[src/rtl/soc_uart_loader.sv]
// soc_uart_loader
//   UART-driven bus master / boot loader. Decodes word read/write commands
//   from a received byte stream, drives the interconnect stb/ack master port
//   while the CPU is held in reset, and returns replies as a byte stream.
//
// Ports
//   clk, RST_N                 clock, synchronous active-low reset
//   i_rx_data/i_rx_valid       received byte stream
//   o_rx_ready                 loader accepts a byte (valid && ready)
//   o_tx_data/o_tx_valid       reply byte stream
//   i_tx_ready                 transmitter accepts the byte
//   o_addr/o_rw/o_dtw/o_stb    bus request (o_rw=1 is a write)
//   i_dtr/i_ack                bus read data and single-cycle acknowledge
//   o_hold                     CPU reset / loader owns the interconnect
//
// Commands: 'W' addr[4] data[4], 'R' addr[4], 'w' data[4] (addr += 4),
//   'H' hold, 'G' release. Replies: 4B ok, 3F unknown, 45 bus command
//   while released, 21 ack timeout, or 4 read-data bytes MSB first.
module soc_uart_loader #(
  parameter bit HOLD_ON_RESET = 1'b1,
  parameter int ACK_TIMEOUT   = 255
) (
  input  logic        clk,
  input  logic        RST_N,
  input  logic [7:0]  i_rx_data,
  input  logic        i_rx_valid,
  output logic        o_rx_ready,
  output logic [7:0]  o_tx_data,
  output logic        o_tx_valid,
  input  logic        i_tx_ready,
  output logic [31:0] o_addr,
  output logic        o_rw,
  output logic [31:0] o_dtw,
  input  logic [31:0] i_dtr,
  output logic        o_stb,
  input  logic        i_ack,
  output logic        o_hold
);

  localparam int TW = $clog2(ACK_TIMEOUT + 1);
  // Value of the timeout counter in the last cycle o_stb may stay high.
  localparam logic [TW-1:0] T_LAST = TW'(ACK_TIMEOUT - 1);

  localparam logic [2:0] S_IDLE = 3'd0;
  localparam logic [2:0] S_ADDR = 3'd1;
  localparam logic [2:0] S_DATA = 3'd2;
  localparam logic [2:0] S_BUS  = 3'd3;
  localparam logic [2:0] S_RESP = 3'd4;

  localparam logic [7:0] C_WRITE = 8'h57;
  localparam logic [7:0] C_READ  = 8'h52;
  localparam logic [7:0] C_WNEXT = 8'h77;
  localparam logic [7:0] C_HOLD  = 8'h48;
  localparam logic [7:0] C_GO    = 8'h47;

  localparam logic [7:0] R_OK   = 8'h4B;
  localparam logic [7:0] R_UNK  = 8'h3F;
  localparam logic [7:0] R_FREE = 8'h45;
  localparam logic [7:0] R_TMO  = 8'h21;

  logic [2:0]    state;
  logic          is_wr;
  logic [1:0]    bcnt;      // payload byte index, or reply bytes remaining
  logic [TW-1:0] tcnt;
  logic [23:0]   resp_buf;  // remaining read-reply bytes, next in [23:16]

  logic       rx_fire;
  logic       launch;
  logic       idle_bus_cmd;
  logic [7:0] idle_reply;

  assign rx_fire = i_rx_valid & o_rx_ready;

  // Final payload byte of a bus command: 4th address byte of a read or
  // 4th data byte of a write.
  assign launch = rx_fire && (bcnt == 2'd3) &&
                  ((state == S_DATA) || ((state == S_ADDR) && !is_wr));

  always_comb begin
    idle_bus_cmd = 1'b0;
    idle_reply   = R_UNK;
    case (i_rx_data)
      C_WRITE, C_READ, C_WNEXT: idle_bus_cmd = 1'b1;
      C_HOLD, C_GO:             idle_reply   = R_OK;
      default:                  idle_reply   = R_UNK;
    endcase
  end

  always_ff @(posedge clk) begin
    if (!RST_N) begin
      state      <= S_IDLE;
      is_wr      <= 1'b0;
      bcnt       <= 2'd0;
      tcnt       <= '0;
      o_hold     <= HOLD_ON_RESET;
      o_stb      <= 1'b0;
      o_rw       <= 1'b0;
      o_addr     <= 32'd0;
      o_dtw      <= 32'd0;
      o_tx_valid <= 1'b0;
      o_tx_data  <= 8'd0;
      o_rx_ready <= 1'b1;
    end else begin
      case (state)
        S_IDLE: begin
          if (rx_fire) begin
            bcnt <= 2'd0;
            if (idle_bus_cmd) begin
              is_wr <= (i_rx_data != C_READ);
              if (i_rx_data == C_WNEXT) begin
                o_addr <= o_addr + 32'd4;
                state  <= S_DATA;
              end else begin
                state  <= S_ADDR;
              end
            end else begin
              if (i_rx_data == C_HOLD) o_hold <= 1'b1;
              if (i_rx_data == C_GO)   o_hold <= 1'b0;
              state      <= S_RESP;
              o_rx_ready <= 1'b0;
              o_tx_valid <= 1'b1;
              o_tx_data  <= idle_reply;
            end
          end
        end

        S_ADDR: begin
          if (rx_fire) begin
            o_addr <= {o_addr[23:0], i_rx_data};
            bcnt   <= bcnt + 2'd1;
            if ((bcnt == 2'd3) && is_wr) state <= S_DATA;
          end
        end

        S_DATA: begin
          if (rx_fire) begin
            o_dtw <= {o_dtw[23:0], i_rx_data};
            bcnt  <= bcnt + 2'd1;
          end
        end

        S_BUS: begin
          // An ack is checked before the timeout so that an ack in the
          // final counted cycle still completes the access.
          if (i_ack) begin
            o_stb      <= 1'b0;
            o_tx_valid <= 1'b1;
            state      <= S_RESP;
            if (o_rw) begin
              o_tx_data <= R_OK;
              bcnt      <= 2'd0;
            end else begin
              o_tx_data <= i_dtr[31:24];
              resp_buf  <= i_dtr[23:0];
              bcnt      <= 2'd3;
            end
          end else if (tcnt == T_LAST) begin
            o_stb      <= 1'b0;
            o_tx_valid <= 1'b1;
            o_tx_data  <= R_TMO;
            bcnt       <= 2'd0;
            state      <= S_RESP;
          end else begin
            tcnt <= tcnt + 1'b1;
          end
        end

        S_RESP: begin
          // o_tx_valid is always high here; hold o_tx_data until taken.
          if (i_tx_ready) begin
            if (bcnt == 2'd0) begin
              o_tx_valid <= 1'b0;
              o_rx_ready <= 1'b1;
              state      <= S_IDLE;
            end else begin
              bcnt      <= bcnt - 2'd1;
              o_tx_data <= resp_buf[23:16];
              resp_buf  <= {resp_buf[15:0], 8'h00};
            end
          end
        end

        default: begin
          state      <= S_IDLE;
          o_stb      <= 1'b0;
          o_tx_valid <= 1'b0;
          o_rx_ready <= 1'b1;
        end
      endcase

      // Payload complete: issue the bus access, or refuse it when the CPU
      // has been released and owns the interconnect.
      if (launch) begin
        o_rx_ready <= 1'b0;
        if (o_hold) begin
          state <= S_BUS;
          o_stb <= 1'b1;
          o_rw  <= is_wr;
          tcnt  <= '0;
        end else begin
          state      <= S_RESP;
          o_tx_valid <= 1'b1;
          o_tx_data  <= R_FREE;
          bcnt       <= 2'd0;
        end
      end
    end
  end

endmodule

[config.mk]
export PLATFORM = sky130hd
export DESIGN_NAME = soc_uart_loader
export DESIGN_NICKNAME = d
export VERILOG_FILES = /design/src/rtl/soc_uart_loader.sv
export SDC_FILE = /design/constraint.sdc
export NUM_CORES = 1
export LEC_CHECK = 0
export BUFFER_PORTS_ARGS = -buffer_cell sky130_fd_sc_hd__clkbuf_2
export CAP_MARGIN = 25
export CORE_UTILIZATION = 50
export DETAILED_ROUTE_END_ITERATION = 8
export PLACE_DENSITY_LB_ADDON = 0.12
export SLEW_MARGIN = 20
export SYNTH_ARGS = -nofsm -noshare
export SYNTH_HDL_FRONTEND = slang
export SYNTH_SLANG_ARGS = --single-unit
[constraint.sdc]
create_clock -name clk -period 2.85 [get_ports clk]
set_input_delay 0.57 -clock clk [delete_from_list [all_inputs] [get_ports clk]]
set_output_delay 0.57 -clock clk [all_outputs]
set_load 0.02 [all_outputs]
Yosys cells after proc, flatten, opt, wreduce, memory -nomap -nowiden
Cells that the tools add are included.
{"block": "classes", "shift": 0, "addsub": 4, "n_reduce_logical": 24, "n_div": 0, "eq_ne": 29, "order_cmp": 0, "n_bitwise": 2, "mux": 71, "n_mul": 0}
{"operator": "$mux W32", "count": 4}
{"operator": "$mux W8", "count": 14}
{"operator": "$mux W24", "count": 4}
{"operator": "$pmux W32 S2", "count": 1}
{"operator": "$pmux W24 S2", "count": 1}
{"operator": "$eq A8 B7 Y1 const B", "count": 5}
{"operator": "$add A32 B3 Y32 const B", "count": 1}
{"operator": "$mux W3", "count": 10}
{"operator": "$pmux W8 S3", "count": 1}
{"operator": "$mux W1", "count": 20}
{"operator": "$mux W2", "count": 10}
{"operator": "$ne A2 B2 Y1 const B", "count": 9}
{"operator": "$ne A3 B3 Y1 const B", "count": 5}
{"operator": "$pmux W3 S5", "count": 1}
{"operator": "$reduce_and A5 Y1", "count": 2}
{"operator": "$add A8 B1 Y8 const B", "count": 1}
{"operator": "$eq A8 B8 Y1 const B", "count": 1}
{"operator": "$ne A8 B7 Y1 const B", "count": 1}
{"operator": "$pmux W2 S4", "count": 1}
{"operator": "$mux W7", "count": 1}
{"operator": "$reduce_and A7 Y1", "count": 1}
{"operator": "$eq A3 B2 Y1 const B", "count": 2}
{"operator": "$reduce_and A6 Y1", "count": 1}
{"operator": "$reduce_bool A2 Y1", "count": 3}
{"operator": "24 further kinds", "count": 30}
{"block": "word_totals", "rom_bits": 0, "latch_bits": 0, "ramBits": 0, "mem_count": 0, "reg_bits": 115, "out_inout_bits": 77, "inputBits": 45, "elab_cells": 143}

Depth between registers and ports, before layout
Gate-level depths: netlist (run 1).
{"block": "logic_depth", "word_depth": 8, "mapped_depth": 8, "ltp_nobuf": 8}

Worst setup path before layout (run 1)
Ideal clock, no wire load.
{"block": "synth_path", "path_kind": "register to register", "from": "register bcnt[0]", "to": "register resp_buf[0] (enable)", "t_arrival_ps": 2228, "period_less_slack_ps": 2632, "required_ps": 2445, "path_slack_ps": 218, "n_path_buf": 1, "stages_incl_launch_ff": 7, "setup_time_ps": 405, "path_cell_list": "dfxtp_1 > inv_1 > ha_1 > and3b_1 > clkbuf_1 > nor2_1 > nor2_1"}
{"block": "synth_via", "elab_chain_len": 3}
{"element": "start: declaration", "line_no": "63", "source": "logic [1:0] bcnt;"}
{"element": "start signal: assignment", "line_no": "130", "source": "bcnt <= bcnt + 2'd1;"}
{"element": "start signal: assignment", "line_no": "138", "source": "bcnt <= bcnt + 2'd1;"}
{"element": "start signal: assignment", "line_no": "176", "source": "bcnt <= bcnt - 2'd1;"}
{"element": "$logic_not A2 Y1", "line_no": "171", "source": "if (bcnt == 2'd0) begin"}
{"element": "$ne A2 B2 Y1 (no source line)"}
{"element": "$reduce_and A6 Y1 (no source line)"}
{"element": "end signal: assignment", "line_no": "154", "source": "resp_buf <= i_dtr[23:0];"}
{"element": "end signal: assignment", "line_no": "178", "source": "resp_buf <= {resp_buf[15:0], 8'h00};"}
{"element": "end: declaration", "line_no": "65", "source": "logic [23:0] resp_buf;"}
No other way between the ends.
A chain may end at the register's enable or synchronous reset.

Worst setup path after layout (run 1)
{"block": "layout_path", "from": "register state[2]", "to": "register resp_buf[22] (enable)"}
{"block": "layout_via", "elab_chain_len": 3, "elab_cells_between_ends": 8, "cone_classes": "6 x eq/ne; 2 x reduce/logical"}
{"element": "start: declaration", "line_no": "61", "source": "logic [2:0] state;"}
{"element": "start signal: assignment", "line_no": "91", "source": "state <= S_IDLE;"}
{"element": "start signal: assignment", "line_no": "112", "source": "state <= S_DATA;"}
{"element": "start signal: assignment", "line_no": "114", "source": "state <= S_ADDR;"}
{"element": "$eq A3 B3 Y1 / $eq A3 B2 Y1 (equally long branches)", "line_no": "104", "source": "case (state)"}
{"element": "$ne A2 B2 Y1 (no source line) / $reduce_bool A2 Y1 (equally long branches)"}
{"element": "$reduce_and A6 Y1 (no source line) (*)"}
Mark *: on every way between the ends. The rest lies on a longest branch, timed or not.

==> out/qor.txt, run 1 <==
crit path DAT -> 2450 ps
Post-CTS Hold Buffers -> 0
cell area after layout -> 0.00720 mm²
IO buf count -> 121
Pleak -> 2.73 nW
first-pass GRT wire length -> 25.0 mm
initial core utilization -> 51.2%
post-CTS resize count -> 0
critical path type -> reg -> reg
Power, Total -> 4.43 mW
Mapped Area -> 0.00585 mm²
Die Y -> 110 µm
min Tclk post-route -> 2370 ps
I/O pins -> 122
Vias/cell -> 5.87
RSZ-0062 raised after global routing -> no
Slew HR -> 53.4%
Synth top cells by count -> 121 x nand2_1, 91 x dfxtp_1, 76 x a21oi_1, 53 x nor2_1, 34 x o21ai_0
Worst Setup Start Kind -> flop
Routed WL per cell -> 16.2 µm
post-synth top area cell -> dfxtp_1
Root Buffer -> clkbuf_16
worst-margin pin slew -> 699 ps
worst hold slack -> 445 ps
drt drc -> 0
GP Congestion -> 0.854
global route overflow -> 0
Top delay family on crit path -> simple AND/OR/NAND/NOR gates
Slew Limit Fails -> 0
fmax -> 0.422 GHz
sequential area share after synthesis -> 43.5%
CP max stage cell -> dfxtp_1
core area -> 0.0114 mm²
Final Setup Violations -> 0
final wirelength -> 15.6 mm
CTS H-tree depth -> 4
setup TNS -> 0 ps
CP cell instances -> nor3b_2 -> and3b_1 -> nor2_1 -> nor2_2 -> buf_4
Hold Vio Cnt, Final -> 0
clk_lat worst skew -> 410 ps
ratio of cells with drive above 1 in the final layout -> 25.1%
initial antenna violation count -> 0
Post-Synthesis Net Count -> 745
hpwl dp -> 10.7 mm
Required @ worst endpoint -> 2930 ps
top cell type's share of synthesized area -> 31.1%
Buffers & Inverters on Critical Path -> 1
MaxCap Viol Count -> 0
flop and latch count out of synthesis -> 115
Worst path max stage delay -> 710 ps
largest net degree at the start of global routing -> 39
EDFF count, synth -> 24
Ys Warns -> 0
drt pass-1 iters -> 8
DP Area -> 0.00656 mm²
worst vdd ir -> 0.000396 V
initial drt markers -> 603
Clock Path Buffers -> 2
Cells after Synth -> 693
P&R area growth vs syn -> 23.1%
Avg Cell Area, Syn -> 8.44 µm²
# diodes -> 0
# fillers -> 1,021
vias -> 5,634
vias in the first global route -> 5,147
main area contributors after synthesis -> dfxtp_1 31%, edfxtp_1 12%, nand2_1 7.8%, a21oi_1 6.5%, nor2_1 3.4%
die extent in x -> 110 µm
nature of the critical path endpoint -> flop
clock-pin slew on the worst setup and hold paths -> 50 ps
Synth async-reset ratio -> 0%
All-Layer GR Usage -> 26.6%
Routed Antenna Nets -> 0
most common cell in the netlist -> nand2_1
Die ar. -> 0.0121 mm²
number of core rows -> 39
Post-CTS Setup Inserts -> 0
final period utilization -> 83.1%
min-delay worst type -> in -> reg
Max Clock Skew -> 9.10 ps
Nets -> 855
PD cells -> 615 mW/mm²
CTS tree -> done
prevailing post-synth register cell -> dfxtp_1
TritonCTS Buffers -> 17
Synth cell types -> 75
CTS sink cnt -> 115
status -> completed
CP Max Fanout -> 24
## cells in the final DEF, fill, tap and decap left out, types with 17 or more instances in the layout
master       n
edfxtp_1    24
nor2_1      52
a21oi_1     76
o21ai_0     34
clkbuf_16   17
dfxtp_1     91
nand2_1    121
nand3_1     18
clkbuf_2   121
## flip-flops by register name, indices dropped and copies added, names as in the netlist
register    count
o_addr         32
o_dtw          32
resp_buf       24
o_tx_data       8
tcnt            8
state           3
bcnt            2
is_wr           1
o_hold          1
o_rw            1
o_rx_ready      1
o_stb           1
o_tx_valid      1
## worst paths after layout
kind	start	to	slack (ps)	cells after the start
worst max register to register	state[2]	resp_buf[22]	480	5
worst min-delay path	i_rx_data[5]	o_dtw[5]	440	3
worst min register to register	o_dtw[26]	o_dtw[26]	450	2
worst max-delay path	state[2]	resp_buf[22]	480	5
## power breakdown
part | switching [mW] | internal [mW]
combinational | 0.229 | 0.169
sequential | 0.0365 | 1.70
clock | 0.733 | 1.56
total | 0.999 | 3.43
## worst register-to-register path, stage by stage (launching register included)
cell and delay, ps:
dfxtp_1 710, nor3b_2 310, and3b_1 500, nor2_1 100, nor2_2 100, buf_4 310
## kinds of logic (layout without fill, tap and decap cells)
family	after synthesis	in the layout	share of synthesized area, %
AOI/OAI and AO/OA	198	198	21.3
xor gates and xnor gates	2	2	0.300
adders and majority gates	7	7	1.50
buffers and inverters	56	179	4.23
DFF	115	115	43.5
muxes	23	23	4.28
and+or+nand+nor	292	292	24.9
## final cells by class
class                   instances  area, µm²  share of cell area, %
clock buffers                  24        492                   6.83
clock inverters                 8        149                   2.07
inverters                      10       37.5                  0.521
multi-input cells             522       3070                   42.7
flip-flops and latches        115       2540                   35.3
well taps                     143        179                   2.49
repair buffers                137        726                   10.1
## routing by layer
metal  track usage [%]  part of all wire [%]  vias up
li1                  -                     -     2747
met1              35.3                    45     2654
met2              42.8                    48      213
met3              5.82                   5.9       20
met4              9.49                   1.4        0
met5                 0                     0        -
## metrics by stage
step	setup slack, ps	utilization, %	cells
after floorplan	218	-	693
after global placement	590	57.4	927
after detailed placement	517	57.4	927
after CTS	529	63.0	959
after global routing	376	63.0	959
final	481	63.0	959
No activity file was read; power rests on OpenSTA's default activity.
==> run 2, diff against run 1 <==
--- a/config.mk
+++ b/config.mk
@@ -5,6 +5,7 @@
 export SDC_FILE = /design/constraint.sdc
 export NUM_CORES = 1
 export LEC_CHECK = 0
+export ABC_AREA = 1
 export BUFFER_PORTS_ARGS = -buffer_cell sky130_fd_sc_hd__clkbuf_2
 export CAP_MARGIN = 25
 export CORE_UTILIZATION = 50
==> constraint.sdc (replaced) <==
create_clock -name clk -period 2.1 [get_ports clk]
set_input_delay 0.42 -clock clk [delete_from_list [all_inputs] [get_ports clk]]
set_output_delay 0.42 -clock clk [all_outputs]
set_load 0.02 [all_outputs]
==> out/qor.txt, run 2 <==
mux share of post-synthesis cell area -> 0% (-4.3 points)
TritonCTS Buffers -> 17 (unchanged)
nature of the critical path endpoint -> flop
Slew HR -> 53.2% (-0.14 points)
vias -> 6,153 (+9.2%)
Synth Area in Simple Gates -> 36.0% (+11 points)
Required @ worst endpoint -> 2470 ps (-460 ps)
number of core rows -> 40 (+2.6%)
Synth async-reset ratio -> 0% (unchanged)
EDFF count, synth -> 24 (unchanged)
RSZ-0062 raised after global routing -> no
CP most frequent cell -> nor2_1
Die ar. -> 0.0127 mm² (+5.0%)
Buffers & Inverters on Critical Path -> 1 (unchanged)
Max Clock Skew -> 6.64 ps (-2.46 ps)
min-delay worst type -> in -> reg
prevailing post-synth register cell -> dfxtp_1
clock-pin slew on the worst setup and hold paths -> 60 ps (about the same)
Final Setup Violations -> 0 (unchanged)
final wirelength -> 15.8 mm (+1.4%)
PD cells -> 778 mW/mm² (+27%)
Synth top cells by count -> 262 x nand2_1, 179 x nor2_1, 91 x dfxtp_1, 71 x inv_1, 69 x o21ai_0
setup TNS -> 0 ps (unchanged)
Routed WL per cell -> 13.0 µm (-20%)
Top delay family on crit path -> simple AND/OR/NAND/NOR gates
die extent in x -> 113 µm (+2.5%)
combinational family with the most area after synthesis -> simple AND/OR/NAND/NOR gates
Ys Warns -> 0 (unchanged)
drt pass-1 iters -> 6 (-2)
worst hold slack -> 254 ps (-191 ps)
worst-margin pin slew -> 701 ps (+2.23 ps)
initial antenna violation count -> 0 (unchanged)
post-CTS resize count -> 0 (unchanged)
Nets -> 1,104 (+29%)
worst setup margin -> 315 ps (-167 ps)
Mapped Area -> 0.00615 mm² (+5.1%)
Pleak -> 3.51 nW (+28%)
initial core utilization -> 51.2% (about the same)
P&R area growth vs syn -> 21.8%
sequential area share after synthesis -> 41.3% (-2.1 points)
Die Y -> 113 µm (+2.5%)
largest net degree at the start of global routing -> 55 (+41%)
Clock Path Buffers -> 2 (unchanged)
Placed Instances -> 1,180 (+27%)
Vias/cell -> 5.08 (-14%)
Synth Area in Compound Gates -> 12.4% (-9.0 points)
Synth cell types -> 39 (-48%)
Root Buffer -> clkbuf_16
post-synth top area cell -> dfxtp_1
commonest non-fill, non-tap cells in the layout -> 261 x nand2_1, 179 x nor2_1, 121 x clkbuf_2
Avg Cell Area, Syn -> 6.62 µm² (-22%)
ratio of cells with drive above 1 in the final layout -> 18.3% (-6.8 points)
All-Layer GR Usage -> 26.0% (-0.61 points)
Cells after Synth -> 929 (+34%)
CTS H-tree depth -> 4 (unchanged)
most common cell after layout, fill and taps aside -> nand2_1
CP Max Fanout -> 11 (-54%)
drt drc -> 0 (unchanged)
CTS tree -> done
initial drt markers -> 404 (-33%)
Routed Antenna Nets -> 0 (unchanged)
fmax -> 0.560 GHz (+33%)
top cell type's share of synthesized area -> 29.6% (-1.5 points)
Synth Area in XOR/XNOR -> 1.14% (+0.84 points)
min Tclk post-route -> 1790 ps (-583 ps)
Hold Vio Cnt, Final -> 0 (unchanged)
first-pass GRT wire length -> 26.3 mm (+5.1%)
critical path type -> reg -> reg
most common cell in the netlist -> nand2_1
core area -> 0.0120 mm² (+5.2%)
Post-Synthesis Net Count -> 981 (+32%)
final std cells w/o fill -> 1,212 (+26%)
Post-CTS Hold Buffers -> 0 (unchanged)
post-synthesis adder-cell area fraction -> 1.42% (-0.073 points)
# diodes -> 0 (unchanged)
GP Congestion -> 0.906 (+6.1%)
Slew Limit Fails -> 0 (unchanged)
Post-CTS Setup Inserts -> 0 (unchanged)
I/O pins -> 122 (unchanged)
clk_lat worst skew -> 420 ps (about the same)
status -> completed
DP Worst Slack -> 123 ps (-394 ps)
IO buf count -> 121 (unchanged)
CP cell instances -> nand2_1 -> nor2_1 -> nand3_1 -> nor2_1 -> nor2_1 -> nand3_1 -> nand2_1 -> inv_1
final period utilization -> 85.0% (+1.9 points)
Worst Setup Start Kind -> flop
vias in the first global route -> 5,401 (+4.9%)
MaxCap Viol Count -> 0 (unchanged)
flop and latch count out of synthesis -> 115 (unchanged)
Worst path max stage delay -> 370 ps (-340 ps)
CTS sink cnt -> 115 (unchanged)
hpwl dp -> 11.1 mm (+3.9%)
biggest regs -> o_addr x32, o_dtw x32, resp_buf x24
worst vdd ir -> 0.000650 V (+64%)
main area contributors after synthesis -> dfxtp_1 30%, nand2_1 16%, edfxtp_1 12%, nor2_1 11%, o21ai_0 5.6%
global route overflow -> 0 (unchanged)
CP max stage cell -> dfxtp_1
crit path DAT -> 2160 ps (-290 ps)
## run 2: cell count changes in the layout (fill, tap and decap cells not counted), sizes merged, moves of 21 or more
cell,before,now
a21oi,77,56
inv,9,86
nand2,121,268
nand3,20,59
nor2,54,188
o21ai,34,80
## run 2: worst reg2reg max path, stage by stage, from the launching register on
cell     delay [ps]
dfxtp_1         370
nand2_1         290
nor2_1          230
nand3_1         270
nor2_1          300
nor2_1           90
nand3_1          70
nand2_1          50
inv_1            60
## run 2: per-stage QoR
stage	area [µm²]	power (mW)	utilization [%]
floorplan	6150	2.80	-
global placement	6900	2.97	57.4
detailed placement	6900	2.97	57.4
CTS	7490	5.87	62.4
global route	7490	6.05	62.4
finish	7490	5.83	62.4
## run 2: worst paths after layout
path	from	endpoint	slack, ps	cells past startpoint
worst max-delay path	o_rx_ready	o_tx_data[6]	310	8
worst min-delay path	i_rx_data[6]	o_dtw[6]	250	3
worst max register to register	o_rx_ready	o_tx_data[6]	310	8
worst min register to register	o_tx_data[2]	o_tx_data[2]	470	2
## run 2: per-layer routing
metal / vias up / GRT usage, % / share of wire [%]
li1: 3240 / - / -
met3: 17 / 7.12 / 7.1
met4: 0 / 8.77 / 1.3
met2: 176 / 38.6 / 43
met1: 2720 / 36.5 / 49
met5: - / 0 / 0
## run 2: layout make-up
cell class                      instances  area [µm²]
Fill cell                            1164        4520
Timing Repair Buffer                  136         731
Inverter                               81         307
Clock inverter                         15         168
Sequential cell                       115        2540
Clock buffer                           17         425
Multi-Input combinational cell        701        3140
Tap cell                              147         184
## run 2: cells by family (layout without fill, tap and decap cells)
family | count (synthesis) | count (layout)
buffers and inverters | 113 | 249
adder cells (fa/ha/maj) | 7 | 7
flip-flops | 115 | 115
XOR/XNOR | 8 | 8
AND/OR/NAND/NOR | 540 | 540
AO/OA/AOI/OAI | 146 | 146
## run 2: power by group
group / leakage [nW] / total [mW] / internal [mW] / switching [mW]
clock: 0.282 / 2.91 / 1.77 / 1.14
combinational: 2.27 / 0.536 / 0.183 / 0.353
sequential: 0.955 / 2.39 / 2.35 / 0.0409
==> run 3, diff against run 2 <==
--- a/config.mk
+++ b/config.mk
@@ -5,10 +5,12 @@
 export SDC_FILE = /design/constraint.sdc
 export NUM_CORES = 1
 export LEC_CHECK = 0
-export ABC_AREA = 1
+export ABC_AREA = 0
 export BUFFER_PORTS_ARGS = -buffer_cell sky130_fd_sc_hd__clkbuf_2
 export CAP_MARGIN = 25
+export CORE_MARGIN = 2
 export CORE_UTILIZATION = 50
+export CTS_CLUSTER_DIAMETER = 200
 export DETAILED_ROUTE_END_ITERATION = 8
 export PLACE_DENSITY_LB_ADDON = 0.12
 export SLEW_MARGIN = 20
==> out/qor.txt, run 3 (synthesis gave the netlist of run 1 again) <==
number of core rows -> 39 (-2.5%)
RSZ-0062 raised after global routing -> yes
global route overflow -> 0 (unchanged)
final std cells w/o fill -> 996 (-18%)
largest net degree at the start of global routing -> 33 (-40%)
Placed Instances -> 964 (-18%)
Routed Antenna Nets -> 0 (unchanged)
Vias/cell -> 5.83 (+15%)
Final Setup Violations -> 0 (unchanged)
initial core utilization -> 51.2% (about the same)
setup TNS -> 0 ps (unchanged)
Routed WL per cell -> 16.2 µm (+25%)
DP Worst Slack -> 77.1 ps (-45.4 ps)
first-pass GRT wire length -> 26.9 mm (+2.3%)
# diodes -> 0 (unchanged)
biggest regs -> o_addr x32, o_dtw x32, resp_buf x24
IO buf count -> 121 (unchanged)
Worst Setup Start Kind -> flop
Hold Vio Cnt, Final -> 0 (unchanged)
Required @ worst endpoint -> 2410 ps (-60 ps)
commonest non-fill, non-tap cells in the layout -> 121 x clkbuf_2, 120 x nand2_1, 89 x dfxtp_1
most common cell after layout, fill and taps aside -> clkbuf_2
min Tclk post-route -> 1990 ps (+206 ps)
CTS sink cnt -> 115 (unchanged)
vias in the first global route -> 5,475 (+1.4%)
PD cells -> 790 mW/mm² (+1.5%)
core area -> 0.0114 mm² (-4.9%)
Post-CTS Setup Inserts -> 0 (unchanged)
Worst R2R Setup Slack -> 110 ps (-210 ps)
vias -> 5,811 (-5.6%)
Slew Limit Fails -> 0 (unchanged)
worst-margin pin slew -> 518 ps (-183 ps)
Slew HR -> 65.4% (+12 points)
Max Clock Skew -> 8.96 ps (+2.32 ps)
ratio of cells with drive above 1 in the final layout -> 29.0% (+11 points)
Root Buffer -> clkbuf_16
Die ar. -> 0.0126 mm² (-1.3%)
die extent in x -> 112 µm (-0.66%)
final wirelength -> 16.2 mm (+2.4%)
Post-CTS Hold Buffers -> 0 (unchanged)
critical path type -> reg -> reg
MaxCap Viol Count -> 0 (unchanged)
post-CTS resize count -> 0 (unchanged)
hpwl dp -> 11.6 mm (+3.9%)
worst setup margin -> 108 ps (-206 ps)
CTS H-tree depth -> 4 (unchanged)
drt drc -> 0 (unchanged)
Pleak -> 2.92 nW (-17%)
final period utilization -> 94.8% (+9.8 points)
Register Area -> 0.00254 mm² (about the same)
fmax -> 0.502 GHz (-10%)
clock-pin slew on the worst setup and hold paths -> 60 ps (about the same)
CP Max Fanout -> 8 (-3)
# fillers -> 980 (-16%)
min-delay worst type -> in -> reg
nature of the critical path endpoint -> flop
worst vdd ir -> 0.000609 V (-6.2%)
I/O pins -> 122 (unchanged)
Nets -> 892 (-19%)
crit path DAT -> 2300 ps (+140 ps)
area of the multi-input gates -> 0.00308 mm² (-1.8%)
initial antenna violation count -> 0 (unchanged)
clk_lat worst skew -> 420 ps (about the same)
All-Layer GR Usage -> 26.3% (+0.24 points)
status -> completed
CTS tree -> done
TritonCTS Buffers -> 17 (unchanged)
drt pass-1 iters -> 5 (-1)
Clock Path Buffers -> 2 (unchanged)
GP Congestion -> 0.876 (-3.2%)
P&R area growth vs syn -> 28.3%
Die Y -> 112 µm (-0.66%)
initial drt markers -> 582 (+44%)
## run 3: cell types whose count changed in the layout (fill, tap and decap cells not counted), moves of 12 or more
cell / before / now
and3_1: 0 / 13
nor2_1: 179 / 52
a21oi_1: 56 / 76
nor2b_1: 0 / 12
nand2_1: 261 / 120
buf_4: 14 / 49
inv_1: 71 / 8
nand3_1: 59 / 18
o21ai_0: 69 / 34
mux2_2: 0 / 16
## run 3: through the flow
stage	power (mW)	hold slack, ps	cell area, µm²	util, %
2_1_floorplan	2.78	477	5860	-
3_3_place_gp	2.97	443	6890	60.3
3_5_place_dp	2.99	450	6890	60.3
4_1_cts	5.97	274	7500	65.7
5_1_grt	6.13	290	7510	65.7
6_report	5.93	290	7510	65.7
## run 3: area by class of cell
| type | instances | share of cell area (%) |
|---|---|---|
| inverters | 10 | 0.500 |
| flip-flops and latches | 115 | 33.9 |
| clock buffers | 20 | 6.08 |
| repair buffers | 174 | 14.0 |
| well taps | 143 | 2.38 |
| multi-input cells | 522 | 41.0 |
| clock inverters | 12 | 2.07 |
## run 3: layer usage
metal  GRT usage, %  vias up  routed length [µm]
met3           6.70       26                 939
li1               -     2814                   -
met2           41.2      212                7660
met1           35.0     2759                7300
met5              0        -                   0
met4           10.2        0                 257
## run 3: final timing paths
path | startpoint | to | cells past startpoint
setup / recovery | state[0] | tcnt[3] | 7
hold / removal | i_dtr[0] | resp_buf[0] | 2
setup reg to reg | state[0] | tcnt[3] | 7
hold reg to reg | o_dtw[31] | o_dtw[31] | 2
## run 3: critical path: stages (launching register included)
cell	delay, ps
dfxtp_1	460
buf_4	190
nor2b_1	60
buf_4	150
o2111ai_1	460
nand2_1	160
buf_4	190
a311oi_1	230
## run 3: report_power, final
part	switching [mW]	internal [mW]	leakage [nW]
Clock	1.06	1.93	0.293
Sequential	0.0361	2.31	0.952
Combinational	0.337	0.263	1.67
Total	1.43	4.50	2.92
